**src/rtl/lc3_irq_pkg.sv**
```systemverilog
// Shared types and default widths for the LC-3 external-interrupt controller.
package lc3_irq_pkg;

    localparam int unsigned NUM_CH_MAX = 16;
    localparam int unsigned DEF_NUM_CH = 8;
    localparam int unsigned DEF_PRIO_W = 3;
    localparam int unsigned DEF_VEC_W  = 8;

    typedef enum logic [1:0] {
        IDLE    = 2'd0,
        REQ     = 2'd1,
        HOLDOFF = 2'd2
    } state_e;

    // Width of a channel index; at least one bit even for a single channel.
    function automatic int unsigned idx_w(input int unsigned n);
        return (n > 1) ? $clog2(n) : 1;
    endfunction

endpackage

```
**src/rtl/lc3_irq_if.sv**
```systemverilog
// Peripheral/core-facing signal bundle of the interrupt controller.
interface lc3_irq_if
    import lc3_irq_pkg::*;
#(
    parameter int unsigned NUM_CH = DEF_NUM_CH,
    parameter int unsigned PRIO_W = DEF_PRIO_W,
    parameter int unsigned VEC_W  = DEF_VEC_W
);
    logic [NUM_CH-1:0]        irq_req;
    logic [NUM_CH-1:0]        ch_en;
    logic [NUM_CH*PRIO_W-1:0] ch_prio;
    logic [NUM_CH*VEC_W-1:0]  ch_vec;
    logic [PRIO_W-1:0]        cpu_pl;
    logic                     int_ack;
    logic                     IRQ;
    logic [VEC_W-1:0]         INTV;
    logic [PRIO_W-1:0]        INTP;
    logic [NUM_CH-1:0]        ack_ch;
    logic [NUM_CH-1:0]        pending;

    // Controller side
    modport master (
        input  irq_req, ch_en, ch_prio, ch_vec, cpu_pl, int_ack,
        output IRQ, INTV, INTP, ack_ch, pending
    );

    // Core / peripheral side
    modport slave (
        output irq_req, ch_en, ch_prio, ch_vec, cpu_pl, int_ack,
        input  IRQ, INTV, INTP, ack_ch, pending
    );
endinterface

```
**src/rtl/lc3_irq_pick.sv**
```systemverilog
// Combinational winner selection: highest priority, ties to lowest index.
module lc3_irq_pick
    import lc3_irq_pkg::*;
#(
    parameter int unsigned NUM_CH = DEF_NUM_CH,
    parameter int unsigned PRIO_W = DEF_PRIO_W,
    parameter int unsigned VEC_W  = DEF_VEC_W,
    parameter int unsigned IDX_W  = idx_w(NUM_CH)
) (
    input  logic [NUM_CH-1:0]        eligible,
    input  logic [NUM_CH*PRIO_W-1:0] ch_prio,
    input  logic [NUM_CH*VEC_W-1:0]  ch_vec,
    output logic                     valid_c,
    output logic [IDX_W-1:0]         idx_c,
    output logic [VEC_W-1:0]         vec_c,
    output logic [PRIO_W-1:0]        prio_c
);

    // Linear scan; strict compare keeps the lowest index on ties.
    always_comb begin
        valid_c = 1'b0;
        idx_c   = '0;
        vec_c   = '0;
        prio_c  = '0;
        for (int unsigned i = 0; i < NUM_CH; i++) begin
            if (eligible[i] && (!valid_c || (ch_prio[i*PRIO_W +: PRIO_W] > prio_c))) begin
                valid_c = 1'b1;
                idx_c   = IDX_W'(i);
                vec_c   = ch_vec[i*VEC_W +: VEC_W];
                prio_c  = ch_prio[i*PRIO_W +: PRIO_W];
            end
        end
    end

endmodule

```
**src/rtl/lc3_irq_ctrl.sv**
```systemverilog
// LC-3 external-interrupt controller: captures per-channel requests,
// arbitrates against the core priority level and presents one IRQ/INTV/INTP
// until acknowledged. Define LC3_IRQ_LEVEL_EN for level-sensitive requests
// (pending = irq_req & ch_en, no edge capture).
module lc3_irq_ctrl
    import lc3_irq_pkg::*;
#(
    parameter int unsigned NUM_CH = DEF_NUM_CH,
    parameter int unsigned PRIO_W = DEF_PRIO_W,
    parameter int unsigned VEC_W  = DEF_VEC_W
) (
    input  logic      clk,
    input  logic      rst,
    lc3_irq_if.master bus
);

    localparam int unsigned IDX_W = idx_w(NUM_CH);

    state_e              state_q, state_d;
    logic [NUM_CH-1:0]   pend_q, pend_d;
    logic [IDX_W-1:0]    win_q, win_d;
    logic [VEC_W-1:0]    intv_q, intv_d;
    logic [PRIO_W-1:0]   intp_q, intp_d;
    logic                irq_q, irq_d;
    logic [NUM_CH-1:0]   ack_q, ack_d;

    logic [NUM_CH-1:0]   eligible_c;
    logic                win_ok_c;
    logic                ack_take_c;
    logic                pick_valid_c;
    logic [IDX_W-1:0]    pick_idx_c;
    logic [VEC_W-1:0]    pick_vec_c;
    logic [PRIO_W-1:0]   pick_prio_c;

`ifndef LC3_IRQ_LEVEL_EN
    logic [NUM_CH-1:0]   prev_q;

    // Previous request sample for rising-edge detection
    always_ff @(posedge clk or negedge rst) begin
        if (!rst) prev_q <= '0;
        else      prev_q <= bus.irq_req;
    end
`endif

    // Channels allowed to interrupt at the current processor level
    always_comb begin
        eligible_c = '0;
        for (int unsigned i = 0; i < NUM_CH; i++) begin
            eligible_c[i] = pend_q[i] & bus.ch_en[i]
                          & (bus.ch_prio[i*PRIO_W +: PRIO_W] > bus.cpu_pl);
        end
    end

    lc3_irq_pick #(
        .NUM_CH (NUM_CH),
        .PRIO_W (PRIO_W),
        .VEC_W  (VEC_W),
        .IDX_W  (IDX_W)
    ) u_pick (
        .eligible (eligible_c),
        .ch_prio  (bus.ch_prio),
        .ch_vec   (bus.ch_vec),
        .valid_c  (pick_valid_c),
        .idx_c    (pick_idx_c),
        .vec_c    (pick_vec_c),
        .prio_c   (pick_prio_c)
    );

    // Presented channel still wants service; ack is only honoured in REQ
    always_comb begin
        win_ok_c   = pend_q[win_q] & bus.ch_en[win_q] & (intp_q > bus.cpu_pl);
        ack_take_c = (state_q == REQ) & bus.int_ack;
    end

    // FSM state register
    always_ff @(posedge clk or negedge rst) begin
        if (!rst) state_q <= IDLE;
        else      state_q <= state_d;
    end

    // FSM next-state: grant, hold until ack or withdrawal, one-cycle holdoff
    always_comb begin
        state_d = state_q;
        unique case (state_q)
            IDLE:    if (pick_valid_c) state_d = REQ;
            REQ: begin
                if (bus.int_ack)    state_d = HOLDOFF;
                else if (!win_ok_c) state_d = IDLE;
            end
            HOLDOFF: state_d = IDLE;
            default: state_d = IDLE;
        endcase
    end

    // FSM outputs: latch winner on grant, ack pulse, pending update
    always_comb begin
        win_d  = win_q;
        intv_d = intv_q;
        intp_d = intp_q;
        ack_d  = '0;
        irq_d  = (state_d == REQ);
        if ((state_q == IDLE) && pick_valid_c) begin
            win_d  = pick_idx_c;
            intv_d = pick_vec_c;
            intp_d = pick_prio_c;
        end
        if (ack_take_c) ack_d = NUM_CH'(1) << win_q;
`ifdef LC3_IRQ_LEVEL_EN
        pend_d = bus.irq_req & bus.ch_en;
`else
        // A new edge in the ack cycle wins over the clear
        pend_d = (pend_q & ~ack_d) | (bus.irq_req & ~prev_q);
`endif
    end

    // Output and capture registers
    always_ff @(posedge clk or negedge rst) begin
        if (!rst) begin
            pend_q <= '0;
            win_q  <= '0;
            intv_q <= '0;
            intp_q <= '0;
            irq_q  <= 1'b0;
            ack_q  <= '0;
        end else begin
            pend_q <= pend_d;
            win_q  <= win_d;
            intv_q <= intv_d;
            intp_q <= intp_d;
            irq_q  <= irq_d;
            ack_q  <= ack_d;
        end
    end

    assign bus.IRQ     = irq_q;
    assign bus.INTV    = intv_q;
    assign bus.INTP    = intp_q;
    assign bus.ack_ch  = ack_q;
    assign bus.pending = pend_q;

endmodule

```
**src/flat_wrapper.sv**
```systemverilog
// flat-port wrapper written by rule: the top's interface ports become plain ports
module lc3_irq_ctrl_flat import lc3_irq_pkg::*;
#(
    parameter int unsigned NUM_CH = DEF_NUM_CH,
    parameter int unsigned PRIO_W = DEF_PRIO_W,
    parameter int unsigned VEC_W  = DEF_VEC_W
)
  (clk, rst, bus_irq_req, bus_ch_en, bus_ch_prio, bus_ch_vec, bus_cpu_pl, bus_int_ack, bus_IRQ, bus_INTV, bus_INTP, bus_ack_ch, bus_pending);
  lc3_irq_if #(.NUM_CH(NUM_CH), .PRIO_W(PRIO_W), .VEC_W(VEC_W)) bus_i ();
  input  logic clk;
  input  logic rst;
  input wire logic [$bits(bus_i.irq_req)-1:0] bus_irq_req;
  input wire logic [$bits(bus_i.ch_en)-1:0] bus_ch_en;
  input wire logic [$bits(bus_i.ch_prio)-1:0] bus_ch_prio;
  input wire logic [$bits(bus_i.ch_vec)-1:0] bus_ch_vec;
  input wire logic [$bits(bus_i.cpu_pl)-1:0] bus_cpu_pl;
  input wire logic [$bits(bus_i.int_ack)-1:0] bus_int_ack;
  output wire logic [$bits(bus_i.IRQ)-1:0] bus_IRQ;
  output wire logic [$bits(bus_i.INTV)-1:0] bus_INTV;
  output wire logic [$bits(bus_i.INTP)-1:0] bus_INTP;
  output wire logic [$bits(bus_i.ack_ch)-1:0] bus_ack_ch;
  output wire logic [$bits(bus_i.pending)-1:0] bus_pending;
  assign bus_i.irq_req = bus_irq_req;
  assign bus_i.ch_en = bus_ch_en;
  assign bus_i.ch_prio = bus_ch_prio;
  assign bus_i.ch_vec = bus_ch_vec;
  assign bus_i.cpu_pl = bus_cpu_pl;
  assign bus_i.int_ack = bus_int_ack;
  assign bus_IRQ = bus_i.IRQ;
  assign bus_INTV = bus_i.INTV;
  assign bus_INTP = bus_i.INTP;
  assign bus_ack_ch = bus_i.ack_ch;
  assign bus_pending = bus_i.pending;
  lc3_irq_ctrl #(.NUM_CH(NUM_CH), .PRIO_W(PRIO_W), .VEC_W(VEC_W)) u_core (.clk(clk), .rst(rst), .bus(bus_i));
endmodule
```
**config.mk**
```make
export PLATFORM = sky130hd
export DESIGN_NAME = lc3_irq_ctrl_flat
export DESIGN_NICKNAME = d
export VERILOG_FILES = /design/src/rtl/lc3_irq_pkg.sv /design/src/rtl/lc3_irq_if.sv /design/src/rtl/lc3_irq_pick.sv /design/src/rtl/lc3_irq_ctrl.sv /design/src/flat_wrapper.sv
export SDC_FILE = /design/constraint.sdc
export NUM_CORES = 1
export LEC_CHECK = 0
export BUFFER_PORTS_ARGS = -buffer_cell sky130_fd_sc_hd__buf_2
export CAP_MARGIN = 20
export CORE_MARGIN = 8
export CORE_UTILIZATION = 30
export CTS_CLUSTER_SIZE = 14
export DETAILED_ROUTE_END_ITERATION = 12
export GPL_ROUTABILITY_DRIVEN = 0
export GPL_TIMING_DRIVEN = 0
export REMOVE_ABC_BUFFERS = 1
export SETUP_SLACK_MARGIN = 0.3
export SKIP_CTS_REPAIR_TIMING = 1
export SLEW_MARGIN = 20
export SYNTH_ARGS = -nofsm -noshare
export SYNTH_HDL_FRONTEND = slang
export SYNTH_SLANG_ARGS = --single-unit
export TNS_END_PERCENT = 10
```
**constraint.sdc**
```tcl
create_clock -name clk -period 18.11 [get_ports clk]
set_input_delay 1.811 -clock clk [delete_from_list [all_inputs] [get_ports clk]]
set_output_delay 1.811 -clock clk [all_outputs]
set_load 0.01 [all_outputs]
```
== Yosys cells after proc, flatten, opt, wreduce, memory -nomap -nowiden ==
Cells that the tools add are included.

* Register bits: 41
* Input port bits: 110
* Word-level logic and storage cells: 115
* Output and inout port bits: 28

* Muxes and demuxes: 40
* Eq/ne operators: 2
* Shifts and indexed selects: 1
* Bitwise gates (word level): 24
* Magnitude comparators: 17
* Reduce and logical (&&, ||, !) cells: 23

{| class="wikitable"
|+ Operator list
! kind !! number
|-
| two-way mux 8 bit || 9
|-
| > comparator 3 bit || 16
|-
| two-way mux 3 bit || 14
|-
| bitwise AND 1 bit || 19
|-
| bitwise AND 8 bit || 2
|-
| inverter 8 bit || 2
|-
| two-way mux 1 bit || 11
|-
| logical AND 1 bit || 8
|-
| OR 8 bit || 1
|-
| left shift 1 x 3 -> 8 bit, first input constant || 1
|-
| logical NOT 1 bit || 7
|-
| logical OR 1 bit || 7
|-
| binary-select mux 1 bit (select 3 bit) || 2
|-
| two-way mux 2 bit || 3
|-
| == test 2 x 1 -> 1 bit, second input constant || 2
|-
| < comparator 3 x 4 -> 1 bit, second input constant || 1
|-
| case mux 2 bit (2 select lines) || 1
|-
| logical NOT 2 bit || 1
|}

== Longest topological paths before layout ==
Gate-level depths: netlist (run 1).

* Depth after elaboration: 34
* Mapped depth: 66
* Mapped depth without buffers: 60

== Cells and area by module ==
Synthesis (run 1) repeated with hierarchy kept, for this count alone.

* Cells, all modules: 403
* Area total of the unflattened synthesis: 3,751.1 um2

{| class="wikitable"
|+ Modules (own cells, without submodules)
! module !! times used !! cells an instance !! seq. area each (um2) !! area each (um2)
|-
| lc3_irq_ctrl || 1 || 197 || 1,026.0 || 2,182.1
|-
| lc3_irq_pick || 1 || 206 || 0.0 || 1,569.0
|}

== Worst setup path after synthesis (run 1) ==
No wires, ideal clock.

* Path kind: input -> register
* Start point: input port bus_cpu_pl[1]
* End point: register u_core.intv_q[4] (netlist: u_core.bus.INTV[4])
* Path slack: 5.647 ns
* Stages on the path: 59
* Buffers on the path: 7
* Data required time: 17.984 ns
* Arrival time: 12.336 ns
* Cells stage by stage: inv_1 ha_1 nand2b_1 a211oi_2 nand3_1 ha_1 nor2b_1 o21ai_0 a32oi_1 o21a_1 clkbuf_1 a21oi_1 ha_1 nor2b_1 o21ai_0 a32oi_1 a21o_1 clkbuf_1 (+23 left out) nand2_1 o21ai_2 buf_2 mux2i_1 ha_1 a21o_1 a21oi_1 a311oi_1 a311oi_4 a222oi_1 ha_1 nor2b_1 o21a_1 o211ai_1 o31a_1 clkbuf_1 a311oi_1 a221o_1

* Longest elaborated chain between the ends: 32
* Elaborated cells between the ends (all ways): 68

{| class="wikitable"
|+ RTL lines
! element !! line !! RTL
|-
| from (decl) || flat_wrapper.sv:16 || <nowiki>input wire logic [$bits(bus_i.cpu_pl)-1:0] bus_cpu_pl;</nowiki>
|-
| > comparator 3 bit || lc3_irq_ctrl.sv:50 || <nowiki>& (bus.ch_prio[i*PRIO_W +: PRIO_W] > bus.cpu_pl);</nowiki>
|-
| bitwise AND 1 bit || lc3_irq_ctrl.sv:50 ||
|-
| two-way mux 3 bit / two-way mux 1 bit (equally long branches) || lc3_irq_pick.sv:26 || <nowiki>if (eligible[i] && (!valid_c || (ch_prio[i*PRIO_W +: PRIO_W] > prio_c))) begin</nowiki>
|-
| > comparator 3 bit / logical NOT 1 bit (equally long branches) || lc3_irq_pick.sv:26 ||
|-
| logical OR 1 bit || lc3_irq_pick.sv:26 ||
|-
| logical AND 1 bit || lc3_irq_pick.sv:26 ||
|-
| two-way mux 3 bit / two-way mux 1 bit (equally long branches) || lc3_irq_pick.sv:26 ||
|-
| > comparator 3 bit / logical NOT 1 bit (equally long branches) || lc3_irq_pick.sv:26 ||
|-
| (+16 left out) || -- ||
|-
| logical OR 1 bit || lc3_irq_pick.sv:26 ||
|-
| logical AND 1 bit || lc3_irq_pick.sv:26 ||
|-
| two-way mux 3 bit / two-way mux 1 bit (equally long branches) || lc3_irq_pick.sv:26 ||
|-
| > comparator 3 bit / logical NOT 1 bit (equally long branches) || lc3_irq_pick.sv:26 ||
|-
| logical OR 1 bit || lc3_irq_pick.sv:26 ||
|-
| logical AND 1 bit || lc3_irq_pick.sv:26 ||
|-
| two-way mux 1 bit || lc3_irq_pick.sv:26 ||
|-
| logical AND 1 bit || lc3_irq_ctrl.sv:102 || <nowiki>if ((state_q == IDLE) && pick_valid_c) begin</nowiki>
|-
| to (signal assigned) || lc3_irq_ctrl.sv:128 || <nowiki>intv_q <= intv_d;</nowiki>
|-
| to (decl) || lc3_irq_ctrl.sv:22 || <nowiki>logic [VEC_W-1:0] intv_q, intv_d;</nowiki>
|}

Several ways; a longest one is shown, not always the timed one.
A chain may end at the register's enable or synchronous reset.

== Worst setup path after layout (run 1) ==
* Start point: input port bus_cpu_pl[1]
* End point: register u_core.intv_q[3] (netlist: u_core.bus.INTV[3])

Same word-level chain as after synthesis.

==> results of run 1 <==
state kept, by name (all words and copies together) (netlist names):
register,cells
u_core.bus.ack_ch,8
u_core.bus.INTV,8
u_core.bus.IRQ,1
u_core.bus.pending,8
u_core.bus.INTP,3
u_core.prev_q,8
u_core.state_q,2
u_core.win_q,3
metrics by stage:
step           util (%)  std cells  power, mW  setup slack, ps  cell area, sq um
3_5_place_dp      37.79        726     0.4294             2988              4558
6_report          39.08        734     0.5226             3185              4713
2_1_floorplan         -        419     0.3233             5486              3626
3_3_place_gp      37.49        724     0.4140             2870              4522
4_1_cts           39.00        734     0.5237             3217              4705
5_1_grt           39.08        734     0.5652             2065              4713
placed cells by master (no fill, tap or decap), types with 5 or more instances in the layout:
master / n
o22ai_1: 7
nor2b_1: 12
ha_1: 48
a32oi_1: 6
o21a_1: 8
buf_2: 137
a21oi_1: 14
a221oi_1: 9
a31oi_1: 8
a22oi_1: 6
o211ai_1: 13
clkbuf_16: 5
nand2b_1: 7
a221o_1: 8
inv_1: 32
a21o_1: 7
nor3_1: 10
nand3_1: 20
nand2_1: 41
a311oi_1: 5
dfrtp_1: 41
a311o_1: 5
o21ai_0: 21
nor2_1: 37
metal layers:
| metal | vias to the layer above | share of wire [%] |
|---|---|---|
| met1 | 1870 | 41 |
| met4 | 2 | 1.6 |
| li1 | 1920 | - |
| met5 | - | 0.089 |
| met2 | 168 | 46 |
| met3 | 20 | 11 |
worst max-delay path: cells and delay by family:
family,cells,cell delay [ps]
compound gates,32,7780
mux,1,270
simple gates,11,2500
fa+ha+maj,8,2220
buf+inv,3,510
area by class of cell:
cell class	count	area, sq um
fillers	1248	7348
multi-input cells	346	2502
flip-flops and latches	41	1026
repair buffers	139	708.2
well taps	168	210.2
clock buffers	5	125.1
inverters	32	120.1
clock inverters	3	21.27
path summary, 6_finish.rpt:
path	to	slack, ps	depth (start not counted)
worst max-delay path	u_core.bus.INTV[3]$_DFFE_PN0P_	3180	55
min in group asynchronous	u_core.win_q[2]$_DFFE_PN0P_	1660	1
worst min-delay path	u_core.bus.pending[5]$_DFF_PN0_	410	1
max in group asynchronous	u_core.bus.INTV[1]$_DFFE_PN0P_	15860	1
worst max register to register	u_core.bus.INTV[3]$_DFFE_PN0P_	5030	52
worst min register to register	u_core.bus.pending[5]$_DFF_PN0_	410	1
logic make-up (layout without fill, tap and decap cells):
group,count (synthesis),after routing,share of synthesized area [%]
AOI/OAI and AO/OA,145,145,29.96
adders and majority gates,48,48,16.16
buffers and inverters,49,179,5.689
DFF,41,41,27.60
muxes,3,3,1.144
and+or+nand+nor,150,150,19.45
Yosys cell counts, drive strengths merged, types with 9 or more instances:
master,count,area (sq um)
nand2,42,160.2
a21oi,14,70.07
nor3,10,50.05
o21ai,23,130.1
a221oi,9,78.83
inv,32,120.1
ha,48,600.6
buf,12,72.57
nor2,38,142.6
dfrtp,41,1026
nor2b,12,75.07
o211ai,13,97.59
nand3,20,100.1
power groups by stage:
stage          sequential, mW  combinational (mW)  clock, mW
6_report                0.136               0.295     0.0910
5_1_grt                 0.141               0.327     0.0972
4_1_cts                 0.136               0.294     0.0934
3_5_place_dp            0.138               0.292          0
3_3_place_gp            0.137               0.277          0
2_1_floorplan           0.143               0.180          0
==> impl_metrics.py, run 1 <==
metrics = {
    "power_and_ir_drop": {
        "pwr-share-clk_pct": 17.4,
        "sequentialPowerShare_pct": 26.1,
        "leakage_nw": 2.238,
        "p_comb_share_pct": 56.5,
        "power.switching_mw": 0.2325,
        "switching_share_pct": 44.49,
        "ir_worst_vdd_mv": 0.05385,
        "p_int_mw": 0.2900,
        "power.density_nw_per_um2": 110.9,
    },
    "global_route": {
        "antenna_found_initial": 1,
        "grt_use_met3_pct": 6.448,
        "track_usage_pct": 16.22,
        "first_global_vias": 4242,
        "gr-total-overflow": 0,
        "grt_pass1_wl_um": 21380,
        "use_met1_pct": 18.93,
        "top_usage_layer": "met2",
        "grt_util_met2_pct": 27.12,
        "grt_start_max_net_pins": 42,
    },
    "sta": {
        "drv_slew": 0,
        "final_hold_viol_count": 0,
        "holdWs_ps": 410.1,
        "skew_ps": 12.91,
        "slew_headroom_pct": 32.95,
        "setup_violations": 0,
        "min_period_ps": 14930,
        "rsz0062_at_grt": "false",
        "timing.fmax_mhz": 67.00,
        "worst_slew_pin_slew_ps": 996.5,
        "tns_ps": 0,
        "period_share_pct": 82.41,
    },
    "worst_setup_path": {
        "crit_start": "bus_cpu_pl[1]",
        "cp_max_fo": 26,
        "arrival_ps": 15130,
        "slowest_delay_ps": 810,
        "criticalPathCategory": "input pin to flop",
        "crit_path_end_kind": "flop",
        "crit_slowest_cell": "o31a_1",
        "cp.required_ps": 18310,
        "cp-start-kind": "input pin",
        "crit_top_cell": "ha_1",
        "r2r-start": "u_core.bus.pending[0]$_DFF_PN0_",
    },
    "floorplanning": {
        "pin_count": 138,
        "dieArea_sq_um": 16210,
        "fp.dieH_um": 127.3,
        "rows": 40,
        "die_x_um": 127.3,
        "start_util_pct": 30.82,
        "core_sq_um": 12060,
    },
    "detailed_routing": {
        "dr.pass1.iters": 5,
        "routed_wl_um": 13520,
        "drt_iter0_markers": 227,
        "wire_per_inst_um": 18.42,
        "drtAntennaViolNets": 0,
        "drc": 0,
        "vias": 3980,
        "viasPerCell": 5.422,
    },
    "logic_synthesis": {
        "syn_area_per_cell_sq_um": 8.526,
        "ys_types": 56,
        "synth-edff-count": 0,
        "syn_area_sq_um": 3717,
        "seq_area_frac_synth_pct": 27.60,
        "ys_async_sr_fraction_pct": 100.0,
        "synth_ff_type": "dfrtp_1",
        "synth_cells": 436,
        "ys_ff_latch": 41,
        "yosys_warnings": 0,
    },
    "clocking": {
        "clock_latency_ps": 290,
        "clk_transition_reported_paths_ps": 70,
        "tritoncts": "done",
        "ctsHtreeMaxLevel": 2,
        "numCtsBuffers": 5,
        "clock_sinks": 41,
        "cts_max_path_buffers": 2,
        "root_buffer": "clkbuf_16",
    },
    "flow_run": {
        "maxCapViolCount": 0,
    },
    "finish": {
        "drive_gt1_share_pct": 28.62,
        "n_antenna_cell": 0,
        "nets": 723,
        "areaGrowthSynthToFinish_pct": 26.79,
    },
    "worst_hold_path": {
        "min_path_type": "flop to flop",
        "hp-start": "u_core.prev_q[5]$_DFF_PN0_",
    },
    "status": {
        "status": "finished, final reports clean",
    },
    "placed_design": {
        "portBuffers": 137,
        "dp_hpwl_um": 10850,
    },
}
(Power assumes the default switching activity.)
==> run 2, diff against run 1 <==
Clock period 18.11 ns to 14.9 ns, I/O delays scaled along.
==> run 2 against run 1 <==
Global-route usage unchanged. Clock skew down 3.1 ps. Final area up 0.50%. Die area did not move. Clock power increased by 22%. Combinational power rose by 23%. Flip-flop and latch count did not move. First-iteration DRC count down 9.3%. Hold slack better by 1.6 ps. Routed wire length increased by 1.1%. Via count rose by 0.20%. Setup slack got worse by 1800 ps.
==> impl_metrics.py, run 2 (synthesis results as in run 1) <==
metrics = {
    "status": {
        "status": "finished, final reports clean",
    },
    "floorplanning": {
        "start_util_pct": 30.82,
        "die_x_um": 127.3,
        "core_sq_um": 12060,
        "rows": 40,
        "pin_count": 138,
        "fp.dieH_um": 127.3,
        "dieArea_sq_um": 16210,
    },
    "worst_setup_path": {
        "cp.required_ps": 15110,
        "arrival_ps": 13720,
        "crit_slowest_cell": "a311oi_4",
        "reg2reg_depth": 52,
        "slowest_delay_ps": 530,
        "crit_start": "bus_cpu_pl[1]",
        "cp_max_fo": 24,
        "reg2reg_to": "u_core.bus.INTV[7]$_DFFE_PN0P_",
        "crit_top_cell": "ha_1",
        "cp-start-kind": "input pin",
        "criticalPathCategory": "input pin to flop",
        "crit_path_end_kind": "flop",
        "r2r-start": "u_core.bus.pending[0]$_DFF_PN0_",
        "r2r_slack_ps": 2910,
    },
    "sta": {
        "skew_ps": 9.860,
        "slew_headroom_pct": 16.53,
        "rsz0062_at_grt": "false",
        "min_period_ps": 13510,
        "final_hold_viol_count": 0,
        "drv_slew": 0,
        "layout_setup_ws_ps": 1388,
        "period_share_pct": 90.69,
        "worst_slew_pin_slew_ps": 1241,
        "timing.fmax_mhz": 74.01,
        "setup_violations": 0,
    },
    "global_route": {
        "track_usage_pct": 16.22,
        "gr-total-overflow": 0,
        "grt_pass1_wl_um": 21380,
        "first_global_vias": 4254,
        "antenna_found_initial": 1,
        "grt_start_max_net_pins": 42,
    },
    "power_and_ir_drop": {
        "power.density_nw_per_um2": 134.8,
        "leakage_nw": 2.248,
        "finalPower_mw": 0.6388,
        "ir_worst_vdd_mv": 0.06581,
    },
    "worst_hold_path": {
        "min_path_type": "flop to flop",
        "hold-path-endpoint": "u_core.bus.pending[5]$_DFF_PN0_",
        "hp-start": "u_core.prev_q[5]$_DFF_PN0_",
        "whs_path_depth": 1,
    },
    "detailed_routing": {
        "vias": 3988,
        "wire_per_inst_um": 18.60,
        "drt_iter0_markers": 206,
        "drtAntennaViolNets": 0,
        "routed_wl_um": 13670,
        "viasPerCell": 5.426,
        "drc": 0,
        "dr.pass1.iters": 5,
    },
    "placed_design": {
        "portBuffers": 137,
        "place_ws_ps": 98.88,
        "dp_hpwl_um": 10850,
    },
    "clocking": {
        "clk_transition_reported_paths_ps": 70,
        "clock_sinks": 41,
        "numCtsBuffers": 5,
        "root_buffer": "clkbuf_16",
        "tritoncts": "done",
        "clock_latency_ps": 290,
        "cts_max_path_buffers": 2,
        "ctsHtreeMaxLevel": 2,
    },
    "finish": {
        "areaGrowthSynthToFinish_pct": 27.43,
        "nets": 724,
        "fill_cells": 1245,
        "drive_gt1_share_pct": 29.10,
        "layout_common_cells": "buf_2 (137), ha_1 (48), nand2_1 (41), dfrtp_1 (41), nor2_1 (37)",
        "n_antenna_cell": 0,
        "layout_commonest_cell": "buf_2",
    },
    "flow_run": {
        "maxCapViolCount": 0,
    },
}
[run 2: changes by cell type in the layout (fill, tap and decap cells not counted)]
cell | previous run | this run
nor2_2 | 1 | 0
o21ai_2 | 1 | 2
o31a_1 | 2 | 1
o31a_4 | 0 | 1
o21a_2 | 0 | 1
o21a_1 | 8 | 7
nor2_4 | 0 | 1
[run 2: worst max path at each step]
stage / end / slack, ps
3_5_place_dp: u_core.bus.INTV[7]$_DFFE_PN0P_ / 100
5_1_grt: u_core.bus.INTV[7]$_DFFE_PN0P_ / 420
3_3_place_gp: u_core.win_q[2]$_DFFE_PN0P_ / -20
2_1_floorplan: u_core.bus.INTV[5]$_DFFE_PN0P_ / 2600
4_1_cts: u_core.bus.INTV[5]$_DFFE_PN0P_ / 330
6_report: u_core.bus.INTV[7]$_DFFE_PN0P_ / 1390
[run 2: metal layers]
metal	track usage (%)	part of all wire (%)	up-vias
met5	0	0.088	-
met1	18.83	41	1864
met4	4.339	1.7	2
met3	6.572	11	25
li1	-	-	1934
met2	27.09	45	163
[run 2: area by class of cell]
| type | count | area (sq um) | area share (%) |
|---|---|---|---|
| Multi-Input combinational cell | 347 | 2526 | 53.33 |
| Sequential cell | 41 | 1026 | 21.66 |
| Timing Repair Buffer | 139 | 708.2 | 14.95 |
| Tap cell | 168 | 210.2 | 4.437 |
| Clock buffer | 5 | 125.1 | 2.641 |
| Inverter | 32 | 120.1 | 2.536 |
| Clock inverter | 3 | 21.27 | 0.4490 |
[run 2: report_power, final]
part	leakage [nW]	switching, mW	internal (mW)
Combinational	1.69	0.213	0.149
Sequential	0.486	0.0234	0.142
Clock	0.0702	0.0489	0.0625
Total	2.25	0.285	0.354
[run 2: worst max-delay path, delay by kind of cell]
family                     cells  cell delay (ps)
AOI/OAI and AO/OA             32             7070
and+or+nand+nor               11             1980
buffers and inverters          3              500
adders and majority gates      8             2360
muxes                          1              270
[run 2: per-stage QoR]
step / util (%) / cells / TNS (ps) / hold WS, ps / area [sq um]
floorplan: - / 419 / 0 / 399.6 / 3626
global placement: 37.49 / 724 / -18.72 / 406.1 / 4522
detailed placement: 37.79 / 726 / 0 / 414.0 / 4558
CTS: 39.00 / 734 / 0 / 414.8 / 4705
global route: 39.27 / 735 / 0 / 441.5 / 4737
finish: 39.27 / 735 / 0 / 411.7 / 4737
==> run 3, diff against run 2 <==
Settings changed: GPL_TIMING_DRIVEN 0 to not set.
==> run 3 against run 2 <==
Setup slack better by 130 ps. Highest routed layer unchanged. Non-clock buffer count stayed put. First-iteration DRC count is 76% higher. Clock power hardly changed. Critical path depth stayed put. Utilization is 0.27 points lower. Clock-buffer cell count is 1 higher. Maximum frequency is 0.97% higher. Sequential power hardly changed. Cell count stayed put. Register-to-register slack better by 30 ps. Flip-flop and latch count stayed put.
==> impl_metrics.py, run 3 (synthesis results as in run 1) <==
metrics = {
    "floorplanning": {
        "core_sq_um": 12060,
        "rows": 40,
        "pin_count": 138,
        "fp.dieH_um": 127.3,
        "die_x_um": 127.3,
        "dieArea_sq_um": 16210,
        "start_util_pct": 30.82,
    },
    "worst_setup_path": {
        "cp.required_ps": 15120,
        "slowest_delay_ps": 610,
        "crit_top_cell": "ha_1",
        "crit_path_end_kind": "flop",
        "criticalPathCategory": "input pin to flop",
        "crit_buf_inv": 3,
        "cp_max_fo": 26,
        "path_delay_family": "compound AO/OA/AOI/OAI gates",
        "crit_slowest_cell": "a221oi_1",
        "arrival_ps": 13600,
        "cp-start-kind": "input pin",
    },
    "sta": {
        "worst_slew_pin_slew_ps": 963.4,
        "period_share_pct": 89.81,
        "rsz0062_at_grt": "false",
        "tns_ps": 0,
        "setup_violations": 0,
        "timing.fmax_mhz": 74.73,
        "drv_slew": 0,
        "final_hold_viol_count": 0,
        "skew_ps": 4.355,
        "min_period_ps": 13380,
        "slew_headroom_pct": 35.77,
    },
    "detailed_routing": {
        "drc": 0,
        "drtAntennaViolNets": 0,
        "wire_per_inst_um": 18.90,
        "vias": 4082,
        "dr.pass1.iters": 5,
        "routed_wl_um": 13890,
        "viasPerCell": 5.554,
        "drt_iter0_markers": 363,
    },
    "global_route": {
        "grt_pass1_wl_um": 21950,
        "gr-total-overflow": 0,
        "grt_start_max_net_pins": 42,
        "antenna_found_initial": 4,
        "track_usage_pct": 16.65,
        "first_global_vias": 4184,
    },
    "power_and_ir_drop": {
        "power.density_nw_per_um2": 133.8,
        "leakage_nw": 2.230,
        "ir_worst_vdd_mv": 0.06262,
    },
    "finish": {
        "drive_gt1_share_pct": 28.45,
        "layout_commonest_cell": "buf_2",
        "nets": 723,
        "post-route-util_pct": 39.00,
        "areaGrowthSynthToFinish_pct": 26.56,
        "layout_common_cells": "buf_2 (137), ha_1 (48), nand2_1 (41), dfrtp_1 (41), nor2_1 (38)",
    },
    "clocking": {
        "clock_latency_ps": 290,
        "cts_max_path_buffers": 2,
        "root_buffer": "clkbuf_16",
        "ctsHtreeMaxLevel": 2,
        "tritoncts": "done",
        "numCtsBuffers": 5,
        "clk_transition_reported_paths_ps": 60,
        "clock_sinks": 41,
    },
    "flow_run": {
        "maxCapViolCount": 0,
    },
    "placed_design": {
        "dp_hpwl_um": 11310,
        "portBuffers": 137,
    },
    "worst_hold_path": {
        "min_path_type": "flop to flop",
    },
    "status": {
        "status": "finished, final reports clean",
    },
}
## run 3: final cells by class
class | instances | area, sq um
diodes | 1 | 2.502
clock buffers | 6 | 128.9
clock inverters | 2 | 15.01
fillers | 1228 | 7357
inverters | 32 | 120.1
multi-input cells | 346 | 2501
flip-flops and latches | 41 | 1026
well taps | 168 | 210.2
repair buffers | 139 | 700.7
## run 3: stage by stage
stage	cells	hold slack (ps)	instance area (sq um)	total power, mW	setup slack, ps
finish	735	419.4	4705	0.6294	1518
global route	735	432.9	4705	0.6790	543.4
CTS	734	420.7	4692	0.6284	1502
detailed placement	726	412.1	4548	0.5166	1247
global placement	726	404.9	4548	0.5067	1793
floorplan	419	399.6	3626	0.3929	2597
## run 3: path summary, 6_finish.rpt
| path | startpoint | to | slack (ps) | cells past startpoint |
|---|---|---|---|---|
| setup / recovery | bus_cpu_pl[1] | u_core.bus.INTV[5]$_DFFE_PN0P_ | 1520 | 55 |
| hold / removal | u_core.prev_q[3]$_DFF_PN0_ | u_core.bus.pending[3]$_DFF_PN0_ | 420 | 1 |
| setup reg to reg | u_core.bus.pending[0]$_DFF_PN0_ | u_core.bus.INTV[5]$_DFFE_PN0P_ | 2940 | 52 |
| hold reg to reg | u_core.prev_q[3]$_DFF_PN0_ | u_core.bus.pending[3]$_DFF_PN0_ | 420 | 1 |
| max in group asynchronous | rst | u_core.bus.INTV[1]$_DFFE_PN0P_ | 12950 | 1 |
| min in group asynchronous | rst | u_core.prev_q[4]$_DFF_PN0_ | 1360 | 1 |
## run 3: routing by layer
metal	wire length [um]	GRT usage, %
met1	5819	20.67
met2	6193	26.56
met3	1606	6.406
met4	233	4.059
met5	38	0
## run 3: power by group
group / switching, mW / internal [mW] / leakage (nW)
registers: 0.0251 / 0.142 / 0.486
logic: 0.208 / 0.144 / 1.68
clock network: 0.0475 / 0.0622 / 0.0631
total: 0.280 / 0.349 / 2.23
